[config.mk]
export PLATFORM = sky130hd
export DESIGN_NAME = fb_pixel_writer_flat
export DESIGN_NICKNAME = d
export VERILOG_FILES = /design/src/rtl/fb_pkg.sv /design/src/rtl/fb_pixel_writer_if.sv /design/src/rtl/fb_row_base_calc.sv /design/src/rtl/fb_pixel_writer.sv /design/src/flat_wrapper.sv
export SDC_FILE = /design/constraint.sdc
export NUM_CORES = 1
export LEC_CHECK = 0
export BUFFER_PORTS_ARGS = -buffer_cell sky130_fd_sc_hd__buf_2
export CORE_MARGIN = 3
export CORE_UTILIZATION = 30
export CTS_CLUSTER_DIAMETER = 40
export DETAILED_ROUTE_END_ITERATION = 7
export GPL_ROUTABILITY_DRIVEN = 0
export SETUP_SLACK_MARGIN = 0.02
export SYNTH_ARGS = -nofsm -noshare
export SYNTH_HDL_FRONTEND = slang
export SYNTH_HIERARCHICAL = 1
export SYNTH_SLANG_ARGS = --single-unit
[constraint.sdc]
create_clock -name clk -period 5.4 [get_ports clk]
set_input_delay 0.54 -clock clk [delete_from_list [all_inputs] [get_ports clk]]
set_output_delay 0.54 -clock clk [all_outputs]
set_load 0.1 [all_outputs]
[src/rtl/fb_pkg.sv]
// fb_pkg: shared frame-buffer constants and writer state encoding.
//   H_RES/V_RES/FB_DEPTH describe the 320x240 buffer geometry; PIX_W is the RGB444 pixel width;
//   ADDR_W is the BRAM address width. The scan-out address generator uses the same constants.
package fb_pkg;

    localparam int H_RES    = 320;
    localparam int V_RES    = 240;
    localparam int FB_DEPTH = H_RES * V_RES;
    localparam int PIX_W    = 12;
    localparam int ADDR_W   = 17;

    typedef enum logic [1:0] {
        IDLE,
        STREAM,
        CLEAR
    } state_t;

endpackage

[src/rtl/fb_pixel_writer_if.sv]
// fb_pixel_writer_if: pixel-stream input, clear command and BRAM write port of the frame-buffer writer.
//   in_valid/in_ready/in_data/in_sof/base_row : raster pixel stream with frame-start marker and scroll row
//   clear_req/clear_color                     : one-cycle full-buffer fill request and its fill value
//   wr_en/wr_addr/wr_data                     : registered BRAM write port
//   busy/frame_done/sof_err                   : status (active, last write of frame/clear, early SOF)
//   master drives the stream and command, slave is the writer.
interface fb_pixel_writer_if #(
    parameter int PIX_W  = fb_pkg::PIX_W,
    parameter int ADDR_W = fb_pkg::ADDR_W
);

    logic              in_valid;
    logic              in_ready;
    logic [PIX_W-1:0]  in_data;
    logic              in_sof;
    logic [7:0]        base_row;
    logic              clear_req;
    logic [PIX_W-1:0]  clear_color;
    logic              wr_en;
    logic [ADDR_W-1:0] wr_addr;
    logic [PIX_W-1:0]  wr_data;
    logic              busy;
    logic              frame_done;
    logic              sof_err;

    modport master (
        output in_valid, in_data, in_sof, base_row, clear_req, clear_color,
        input  in_ready, wr_en, wr_addr, wr_data, busy, frame_done, sof_err
    );

    modport slave (
        input  in_valid, in_data, in_sof, base_row, clear_req, clear_color,
        output in_ready, wr_en, wr_addr, wr_data, busy, frame_done, sof_err
    );

endinterface

[src/rtl/fb_row_base_calc.sv]
// fb_row_base_calc: logical row counter and physical row base address accumulator.
//   clk, rst_n : clock, asynchronous active-low reset
//   load       : restart at logical row 0 with base seed_row*H_RES (takes effect in this cycle)
//   step       : advance one line; base += H_RES, wrapping to 0 at H_RES*V_RES
//   seed_row   : physical row for logical row 0 (0 for a clear)
//   row        : current logical row (already reflects load)
//   row_base   : current physical row base address (already reflects load)
module fb_row_base_calc #(
    parameter int H_RES  = fb_pkg::H_RES,
    parameter int V_RES  = fb_pkg::V_RES,
    parameter int ADDR_W = fb_pkg::ADDR_W
) (
    input  logic              clk,
    input  logic              rst_n,
    input  logic              load,
    input  logic              step,
    input  logic [7:0]        seed_row,
    output logic [7:0]        row,
    output logic [ADDR_W-1:0] row_base
);

    localparam int FB_DEPTH = H_RES * V_RES;

    logic [7:0]        row_q, row_d;
    logic [ADDR_W-1:0] base_q, base_d;
    logic [ADDR_W:0]   base_inc;

    // The only multiply happens once per frame on the seed; per-line updates are adds.
    assign row      = load ? 8'd0 : row_q;
    assign row_base = load ? ADDR_W'(int'(seed_row) * H_RES) : base_q;

    always_comb begin
        base_inc = {1'b0, row_base} + (ADDR_W+1)'(H_RES);
        row_d    = step ? row + 8'd1 : row;
        base_d   = step ? ((base_inc >= (ADDR_W+1)'(FB_DEPTH)) ? '0 : base_inc[ADDR_W-1:0]) : row_base;
    end

    always_ff @(posedge clk or negedge rst_n) begin
        if (!rst_n) begin
            row_q  <= '0;
            base_q <= '0;
        end else begin
            row_q  <= row_d;
            base_q <= base_d;
        end
    end

endmodule

[src/rtl/fb_pixel_writer.sv]
// fb_pixel_writer: converts a raster pixel stream (or a fill command) into frame-buffer BRAM writes.
//   clk, rst_n : clock, asynchronous active-low reset
//   bus        : fb_pixel_writer_if slave (stream in, clear command, BRAM write port, status)
//   Logical row y lands at physical row (y + base_row) mod V_RES so writes follow the scrolled scan-out.
module fb_pixel_writer #(
    parameter int H_RES  = fb_pkg::H_RES,
    parameter int V_RES  = fb_pkg::V_RES,
    parameter int PIX_W  = fb_pkg::PIX_W,
    parameter int ADDR_W = fb_pkg::ADDR_W
) (
    input logic              clk,
    input logic              rst_n,
    fb_pixel_writer_if.slave bus
);

    import fb_pkg::*;

    state_t            state_q, state_d;
    logic [8:0]        col_q, col_d, cur_col;
    logic [PIX_W-1:0]  color_q, color_d;
    logic              wr_en_q, wr_en_d;
    logic [ADDR_W-1:0] wr_addr_q, wr_addr_d;
    logic [PIX_W-1:0]  wr_data_q, wr_data_d;
    logic              frame_done_q, frame_done_d;
    logic              sof_err_q, sof_err_d;
    logic              in_ready, acc, clear_go, load, wr, last_col, step, last;
    logic [7:0]        seed_row, row;
    logic [ADDR_W-1:0] row_base;

    // A clear request in IDLE wins over any stream beat presented in the same cycle.
    assign in_ready = (state_q == STREAM) | ((state_q == IDLE) & ~bus.clear_req);
    assign acc      = bus.in_valid & in_ready;
    assign clear_go = (state_q == IDLE) & bus.clear_req;
    assign load     = clear_go | (acc & bus.in_sof);
    assign seed_row = clear_go ? 8'd0 : bus.base_row;
    assign cur_col  = load ? 9'd0 : col_q;

    fb_row_base_calc #(
        .H_RES  (H_RES),
        .V_RES  (V_RES),
        .ADDR_W (ADDR_W)
    ) u_row_base (
        .clk      (clk),
        .rst_n    (rst_n),
        .load     (load),
        .step     (step),
        .seed_row (seed_row),
        .row      (row),
        .row_base (row_base)
    );

    always_comb begin
        // Non-SOF beats accepted in IDLE are discarded; CLEAR writes one word every cycle.
        wr           = (acc & (bus.in_sof | (state_q == STREAM))) | (state_q == CLEAR);
        last_col     = cur_col == 9'(H_RES - 1);
        step         = wr & last_col;
        last         = step & (row == 8'(V_RES - 1));
        col_d        = wr ? (last_col ? 9'd0 : cur_col + 9'd1) : cur_col;
        color_d      = clear_go ? bus.clear_color : color_q;
        wr_en_d      = wr;
        wr_addr_d    = wr ? row_base + ADDR_W'(cur_col) : wr_addr_q;
        wr_data_d    = wr ? ((state_q == CLEAR) ? color_q : bus.in_data) : wr_data_q;
        frame_done_d = last;
        sof_err_d    = acc & bus.in_sof & (state_q == STREAM);
        state_d      = state_q;
        if (clear_go)
            state_d = CLEAR;
        else if (acc & bus.in_sof)
            state_d = STREAM;
        if (last)
            state_d = IDLE;
    end

    always_ff @(posedge clk or negedge rst_n) begin
        if (!rst_n) begin
            state_q      <= IDLE;
            col_q        <= '0;
            color_q      <= '0;
            wr_en_q      <= 1'b0;
            wr_addr_q    <= '0;
            wr_data_q    <= '0;
            frame_done_q <= 1'b0;
            sof_err_q    <= 1'b0;
        end else begin
            state_q      <= state_d;
            col_q        <= col_d;
            color_q      <= color_d;
            wr_en_q      <= wr_en_d;
            wr_addr_q    <= wr_addr_d;
            wr_data_q    <= wr_data_d;
            frame_done_q <= frame_done_d;
            sof_err_q    <= sof_err_d;
        end
    end

    assign bus.in_ready   = in_ready;
    assign bus.wr_en      = wr_en_q;
    assign bus.wr_addr    = wr_addr_q;
    assign bus.wr_data    = wr_data_q;
    assign bus.busy       = state_q != IDLE;
    assign bus.frame_done = frame_done_q;
    assign bus.sof_err    = sof_err_q;

endmodule

[src/flat_wrapper.sv]
// flat-port wrapper written by rule: the top's interface ports become plain ports
module fb_pixel_writer_flat import fb_pkg::*;
#(
    parameter int H_RES  = fb_pkg::H_RES,
    parameter int V_RES  = fb_pkg::V_RES,
    parameter int PIX_W  = fb_pkg::PIX_W,
    parameter int ADDR_W = fb_pkg::ADDR_W
)
  (clk, rst_n, bus_in_valid, bus_in_data, bus_in_sof, bus_base_row, bus_clear_req, bus_clear_color, bus_in_ready, bus_wr_en, bus_wr_addr, bus_wr_data, bus_busy, bus_frame_done, bus_sof_err);
  fb_pixel_writer_if #(.PIX_W(PIX_W), .ADDR_W(ADDR_W)) bus_i ();
  input logic clk;
  input logic rst_n;
  input wire logic [$bits(bus_i.in_valid)-1:0] bus_in_valid;
  input wire logic [$bits(bus_i.in_data)-1:0] bus_in_data;
  input wire logic [$bits(bus_i.in_sof)-1:0] bus_in_sof;
  input wire logic [$bits(bus_i.base_row)-1:0] bus_base_row;
  input wire logic [$bits(bus_i.clear_req)-1:0] bus_clear_req;
  input wire logic [$bits(bus_i.clear_color)-1:0] bus_clear_color;
  output wire logic [$bits(bus_i.in_ready)-1:0] bus_in_ready;
  output wire logic [$bits(bus_i.wr_en)-1:0] bus_wr_en;
  output wire logic [$bits(bus_i.wr_addr)-1:0] bus_wr_addr;
  output wire logic [$bits(bus_i.wr_data)-1:0] bus_wr_data;
  output wire logic [$bits(bus_i.busy)-1:0] bus_busy;
  output wire logic [$bits(bus_i.frame_done)-1:0] bus_frame_done;
  output wire logic [$bits(bus_i.sof_err)-1:0] bus_sof_err;
  assign bus_i.in_valid = bus_in_valid;
  assign bus_i.in_data = bus_in_data;
  assign bus_i.in_sof = bus_in_sof;
  assign bus_i.base_row = bus_base_row;
  assign bus_i.clear_req = bus_clear_req;
  assign bus_i.clear_color = bus_clear_color;
  assign bus_in_ready = bus_i.in_ready;
  assign bus_wr_en = bus_i.wr_en;
  assign bus_wr_addr = bus_i.wr_addr;
  assign bus_wr_data = bus_i.wr_data;
  assign bus_busy = bus_i.busy;
  assign bus_frame_done = bus_i.frame_done;
  assign bus_sof_err = bus_i.sof_err;
  fb_pixel_writer #(.H_RES(H_RES), .V_RES(V_RES), .PIX_W(PIX_W), .ADDR_W(ADDR_W)) u_core (.clk(clk), .rst_n(rst_n), .bus(bus_i));
endmodule
### Word level (Yosys, flattened, before mapping)

Cells that the tools add are included.

* register bits: 80
* bits in latches: 0
* bits in writable memories: 0
* bits in read-only memories: 0
* input port bits: 37
* output and inout port bits: 34
* word-level logic and storage cells: 49
* memories: 0

* add/subtract/negate cells: 4
* multiply operators: 1
* div/mod/pow operators: 0
* magnitude comparators: 1
* eq/ne operators: 4
* shift operators: 0
* mux-type cells: 13
* bitwise logic cells: 13
* reduce and logical (&&, ||, !) cells: 3

Operators with widths (number)
* $mux W17: 3
* $mux W9: 3
* $mux W8: 3
* $add A17 B9 Y18 const B: 1
* $ge A18 B17 Y1 const B: 1
* $add A17 B9 Y17: 1
* $mux W12: 1
* $mul A8 B3 Y11 const B: 1
* $add A9 B1 Y9 const B: 1
* $eq A9 B9 Y1 const B: 1
* $add A8 B1 Y8 const B: 1
* $and A1 B1 Y1: 8
* $eq A8 B8 Y1 const B: 1
* $mux W2: 3
* $or A1 B1 Y1: 4
* $reduce_bool A3 Y1: 1
* $eq A2 B1 Y1 const B: 1
* $eq A2 B2 Y1 const B: 1
* $logic_not A2 Y1: 1
* $reduce_bool A2 Y1: 1
* $not A1 Y1: 1

### Depth between registers and ports, before layout

* depth after elaboration: 11
* depth in mapped cells: 20
* mapped depth without buffers: 15

### Cells and area by module

Netlist, hierarchy kept.

Modules (own cells, without submodules)
* fb_pixel_writer: times used 1, cells each 318, area each 3072.9 µm², sequential area each 1376.3 µm²
* fb_row_base_calc: times used 1, cells each 208, area each 1909.3 µm², sequential area each 625.6 µm²

### Worst setup path before layout

OpenSTA, ideal clock, no wires.

* path type: reg-to-reg
* start: register u_core.state_q[1]
* end: register u_core.u_row_base.base_q[8]
* setup time: 0.132 ns
* data arrival time: 4.331 ns
* required time: 5.268 ns
* path slack: 0.937 ns
* stages on the path, launching flop included: 17
* buffers on the path: 2
* clock period less this slack: 4.463 ns
* cells stage by stage: dfrtp_1 > or2_2 > nor2_1 > clkbuf_1 > nor2b_1 > ha_1 > ha_1 > fa_1 > a211oi_1 > nor2_1 > o31a_1 > nor3_4 > a31oi_1 > or3_1 > buf_4 > nor2_8 > o211ai_1

* elaborated cells between the ends (all ways): 22
* classes of those cells: add/sub: 1; mul: 1; order compare: 1; eq/ne: 3; mux: 5; bitwise: 10; reduce/logical: 1

RTL lines
* from (decl): line fb_pixel_writer.sv:18 `state_t state_q, state_d;`
* from (signal assigned): line fb_pixel_writer.sv:85 `state_q <= state_d;`
* $logic_not A2 Y1 (*): line fb_pixel_writer.sv:33 `assign clear_go = (state_q == IDLE) & bus.clear_req;`
* $and A1 B1 Y1 (*): line fb_pixel_writer.sv:33
* $mux W8 (*): line fb_pixel_writer.sv:35 `assign seed_row = clear_go ? 8'd0 : bus.base_row;`
* named net u_core.seed_row[1]: line fb_pixel_writer.sv:27 `logic [7:0] seed_row, row;`
* $mul A8 B3 Y11 (*): line fb_row_base_calc.sv:30 `assign row_base = load ? ADDR_W'(int'(seed_row) * H_RES) : base_q;`
* $mux W17 (*): line fb_row_base_calc.sv:30
* $add A17 B9 Y18: line fb_row_base_calc.sv:33 `base_inc = {1'b0, row_base} + (ADDR_W+1)'(H_RES);`
* $ge A18 B17 Y1: line fb_row_base_calc.sv:35 `base_d = step ? ((base_inc >= (ADDR_W+1)'(FB_DEPTH)) ? '0 : base_inc[ADDR_W-1:0]) : row_base;`
* $mux W17: line fb_row_base_calc.sv:35
* $mux W17 (*): line fb_row_base_calc.sv:35
* named net u_core.u_row_base.base_d[8]: line fb_row_base_calc.sv:25 `logic [ADDR_W-1:0] base_q, base_d;`
* to (signal assigned): line fb_row_base_calc.sv:44 `base_q <= base_d;`
* to (decl): line fb_row_base_calc.sv:25

Mark *: on every way through the listed nets, which the timed path passes. The rest lies on a longest branch.
A chain may end at the register's enable or synchronous reset.

### Worst setup path in the final report

* start: register u_core.state_q[1]
* end: register u_core.u_row_base.base_q[2]

* elaborated cells between the ends (all ways): 22
* classes of those cells: add/sub: 1; mul: 1; order compare: 1; eq/ne: 3; mux: 5; bitwise: 10; reduce/logical: 1

RTL lines (line)
* $logic_not A2 Y1: fb_pixel_writer.sv:33
* $and A1 B1 Y1: fb_pixel_writer.sv:33
* $mux W8: fb_pixel_writer.sv:35
* named net u_core.seed_row[1]: fb_pixel_writer.sv:27
* $mul A8 B3 Y11: fb_row_base_calc.sv:30
* $mux W17: fb_row_base_calc.sv:30
* $add A17 B9 Y18: fb_row_base_calc.sv:33
* $ge A18 B17 Y1: fb_row_base_calc.sv:35
* $mux W17 (2 in series): fb_row_base_calc.sv:35
* named net u_core.u_row_base.base_d[2]: fb_row_base_calc.sv:25

The timed path passes the listed nets, and every way through them passes these cells.

==> impl_metrics.yaml <==
outcome:
  outcome: "finished clean"
cts:
  cts_tree: "yes"
  postCtsResizedCells: 0
  root_buffer: "clkbuf_16"
  post-cts-setup-buffer-count: 0
  cts_hold_buf: 0
  cts_max_path_buffers: 2
  clk_pin_slew_ns: 0.06
  clock_sinks: 80
  clock_latency_ns: 0.34
  h-tree-depth: 3
  cts-buffers-inserted: 9
layout:
  drive_above_1_share: 0.216
  final_area_um2: 5870
  fillers: 1581
  antennaDiodeCount: 0
  fin_nets: 648
  seq_area_um2: 2000
  multi_input_area_um2: 2820
  syn2layout_area_growth_pct: 17.8
power_and_ir_drop:
  powerDensity_nw_per_um2: 450
  peakVddDrop_v: 0.000194
  leakagePower_uw: 0.00266
sta:
  finalClockSkew_ns: 0.00520
  hold_viol: 0
  relSlewSlack: 0.335
  period_minus_slack_ns: 4.66
  rsz0062_at_grt: "false"
  fin_setup_tns_ns: 0
  max_freq_mhz: 214
  setup_viol_count_final: 0
  finalMaxSlewViolations: 0
  fin_crit_sh: 0.864
  tightest_slew_ns: 0.998
yosys:
  ys_ff_latch: 80
  syn-num-nets: 586
  yosysWarnings: 6
  synth_edf_count: 0
  syn-mean-instance-area_um2: 9.47
  async_flop_share: 1.00
  netlist_area_um2: 4980
  ys_seq_area_frac: 0.402
  ys_dominant_reg_cell: "dfrtp_1"
  yosysUniqueCellTypes: 67
  netlist_instances: 526
placed_design:
  place_area_um2: 5540
  hpwl_um: 8580
  port_buffers: 70
critical_path:
  cp-startpoint: "u_core/state_q[1]"
  cp_max_fo: 10
  ff2ff_setup_slack_ns: 0.74
  reg2reg_depth: 14
  r2r-start: "u_core/state_q[1]"
  crit_path_end_kind: "register"
  crit_path_end: "u_core/u_row_base/base_q[2]"
  rr_endpoint: "u_core/u_row_base/base_q[2]"
  required_ns: 5.58
  arrival_ns: 4.84
  start_kind: "register"
  path_class: "register to register"
run:
  drv_cap: 0
global_route:
  grt_use_total: 0.127
  grt_max_degree: 81
  grt_pass1_vias: 4045
  grt_remaining_overflow: 0
  antenna_found_initial: 0
  grt_pass1_wl_um: 19100
worst_hold_path:
  hold_class: "primary input to async pin"
floorplan:
  core_um2: 16100
  dieWidth_um: 135
  die_y_um: 135
  row_count: 46
  ios: 71
  die-area_um2: 18200
  start_util: 0.310
routing:
  final_antenna_net_count: 0
  first_pass_iters: 4
  drc_errors: 0
  drtIter0Drc: 210
  vias: 3939
  viasPerCell: 4.87
  wl_per_cell_um: 14.1
  wirelength_um: 11400
-- how the worst min path moves through the flow --
stage / slack, ns / to / depth (start not counted) / startpoint
after global placement: 0.45 / u_core/bus.wr_addr[1] / 2 / u_core/bus.wr_addr[1]
after floorplan: 0.24 / u_core/bus.frame_done / 0 / rst_n
after global routing: 0.42 / u_core/color_q[5] / 2 / bus_clear_color[5]
final: 0.35 / u_core/color_q[5] / 1 / rst_n
after detailed placement: 0.46 / u_core/bus.wr_addr[1] / 2 / u_core/bus.wr_addr[1]
after CTS: 0.41 / u_core/color_q[5] / 1 / rst_n
-- critical path, stage by stage, from the launching register on --
cell and delay, ns:
dfrtp_1 0.45, or2_2 0.32, nor2_2 0.40, nor2b_1 0.16
ha_1 0.33, ha_1 0.25, fa_1 0.43, a211oi_1 0.33
nor2_1 0.09, o31a_1 0.35, nor3_4 0.35, a31oi_1 0.12
or3_1 0.58, nor2_8 0.24, a21boi_1 0.09
-- synthesized netlist by cell type (2+ instances only) --
| cell type | instances | area [um^2] |
|---|---|---|
| nor3b_1 | 3 | 22.5 |
| clkbuf_1 | 14 | 52.6 |
| nor3_1 | 6 | 30.0 |
| mux2i_1 | 18 | 180 |
| o21ai_1 | 9 | 45.0 |
| and2_1 | 8 | 50.1 |
| a21oi_1 | 22 | 110 |
| a21boi_1 | 7 | 52.6 |
| nand2_1 | 53 | 199 |
| and3_1 | 5 | 31.3 |
| and4_1 | 3 | 26.3 |
| ha_1 | 22 | 275 |
| xor2_1 | 15 | 131 |
| nand3_1 | 13 | 65.1 |
| nor2_1 | 38 | 143 |
| o31ai_1 | 2 | 15.0 |
| o21a_1 | 2 | 15.0 |
| o211ai_1 | 6 | 45.0 |
| nand4_1 | 9 | 56.3 |
| xnor2_1 | 15 | 131 |
| a211oi_1 | 7 | 52.6 |
| a21o_1 | 8 | 60.1 |
| dfrtp_1 | 80 | 2000 |
| o21bai_1 | 3 | 22.5 |
| buf_2 | 8 | 40.0 |
| or3_1 | 5 | 31.3 |
| buf_4 | 2 | 15.0 |
| nand4b_1 | 2 | 17.5 |
| a31oi_1 | 5 | 31.3 |
| inv_1 | 12 | 45.0 |
| mux2_2 | 17 | 191 |
| nor2b_1 | 30 | 188 |
| o21ai_0 | 34 | 170 |
| o21ai_2 | 2 | 17.5 |
| or2_2 | 2 | 12.5 |
| o31a_1 | 2 | 17.5 |
| o22ai_1 | 6 | 37.5 |
| o221ai_1 | 2 | 17.5 |
-- report_power, final --
group	internal (uW)	switching (uW)	total, uW
Combinational	294	873	1170
Clock	410	258	667
Sequential	717	90.4	807
Total	1420	1220	2640
-- layout make-up --
class / count / area share
multi-input cells: 407 / 0.480
clock inverters: 7 / 0.0175
flip-flops and latches: 80 / 0.341
inverters: 14 / 0.00895
repair buffers: 76 / 0.0678
clock buffers: 9 / 0.0384
well taps: 216 / 0.0460
-- kinds of logic (layout without fill, tap and decap cells) --
logic type / after synthesis / in the layout / synth area share
xor gates and xnor gates: 30 / 30 / 0.0527
muxes: 36 / 36 / 0.0768
and+or+nand+nor: 185 / 185 / 0.192
adders and majority gates: 24 / 24 / 0.0613
DFF: 80 / 80 / 0.402
AOI/OAI and AO/OA: 132 / 132 / 0.183
buffers and inverters: 39 / 106 / 0.0329
-- metrics by stage --
stage / worst slack, ns / util / hold slack [ns] / std cells / total power, uW
5_1_grt: 0.400 / 0.366 / 0.415 / 809 / 2790
2_1_floorplan: 0.937 / - / 0.244 / 526 / 1770
6_report: 0.736 / 0.366 / 0.353 / 809 / 2640
3_5_place_dp: 0.766 / 0.345 / 0.456 / 793 / 1990
4_1_cts: 0.746 / 0.366 / 0.414 / 809 / 2670
3_3_place_gp: 0.892 / 0.345 / 0.452 / 793 / 1970
-- per-layer routing --
layer  global-route usage  part of all wire  vias to the layer above
li1                     -                 -                     2002
met1                0.158              0.45                     1850
met2                0.219              0.49                       64
met3               0.0257             0.029                       23
met4               0.0424             0.023                        0
met5                    0                 0                        -
-- registers in the layout, summed over array words and instances, names as in the netlist --
register,flops
u_core/bus.wr_addr,17
u_core/u_row_base/base_q,17
u_core/col_q,9
u_core/state_q,2
u_core/bus.frame_done,1
u_core/bus.wr_data,12
u_core/color_q,12
u_core/bus.sof_err,1
u_core/u_row_base/row_q,8
u_core/bus.wr_en,1
-- cells in the final DEF, fill, tap and decap left out, drive strengths merged, types with 3 or more instances in the layout --
master    Yosys  routed
a31oi         5       5
o22ai         6       6
mux2         18      18
mux2i        18      18
buf          11      76
o211ai        7       7
and2          8       8
a21o          8       8
nor2         40      40
a21oi        23      23
xor2         15      15
nor2b        30      30
and3          5       5
nand3        13      13
xnor2        15      15
dfrtp        80      80
inv          13      15
clkinvlp      0       3
or3           6       6
clkbuf       14       9
nand2        53      53
o21bai        3       3
ha           22      22
nor3          7       7
and4          3       3
nand4         9       9
nor3b         3       3
a211oi        8       8
o21ai        45      45
a21boi        7       7
(Power assumes the default switching activity.)
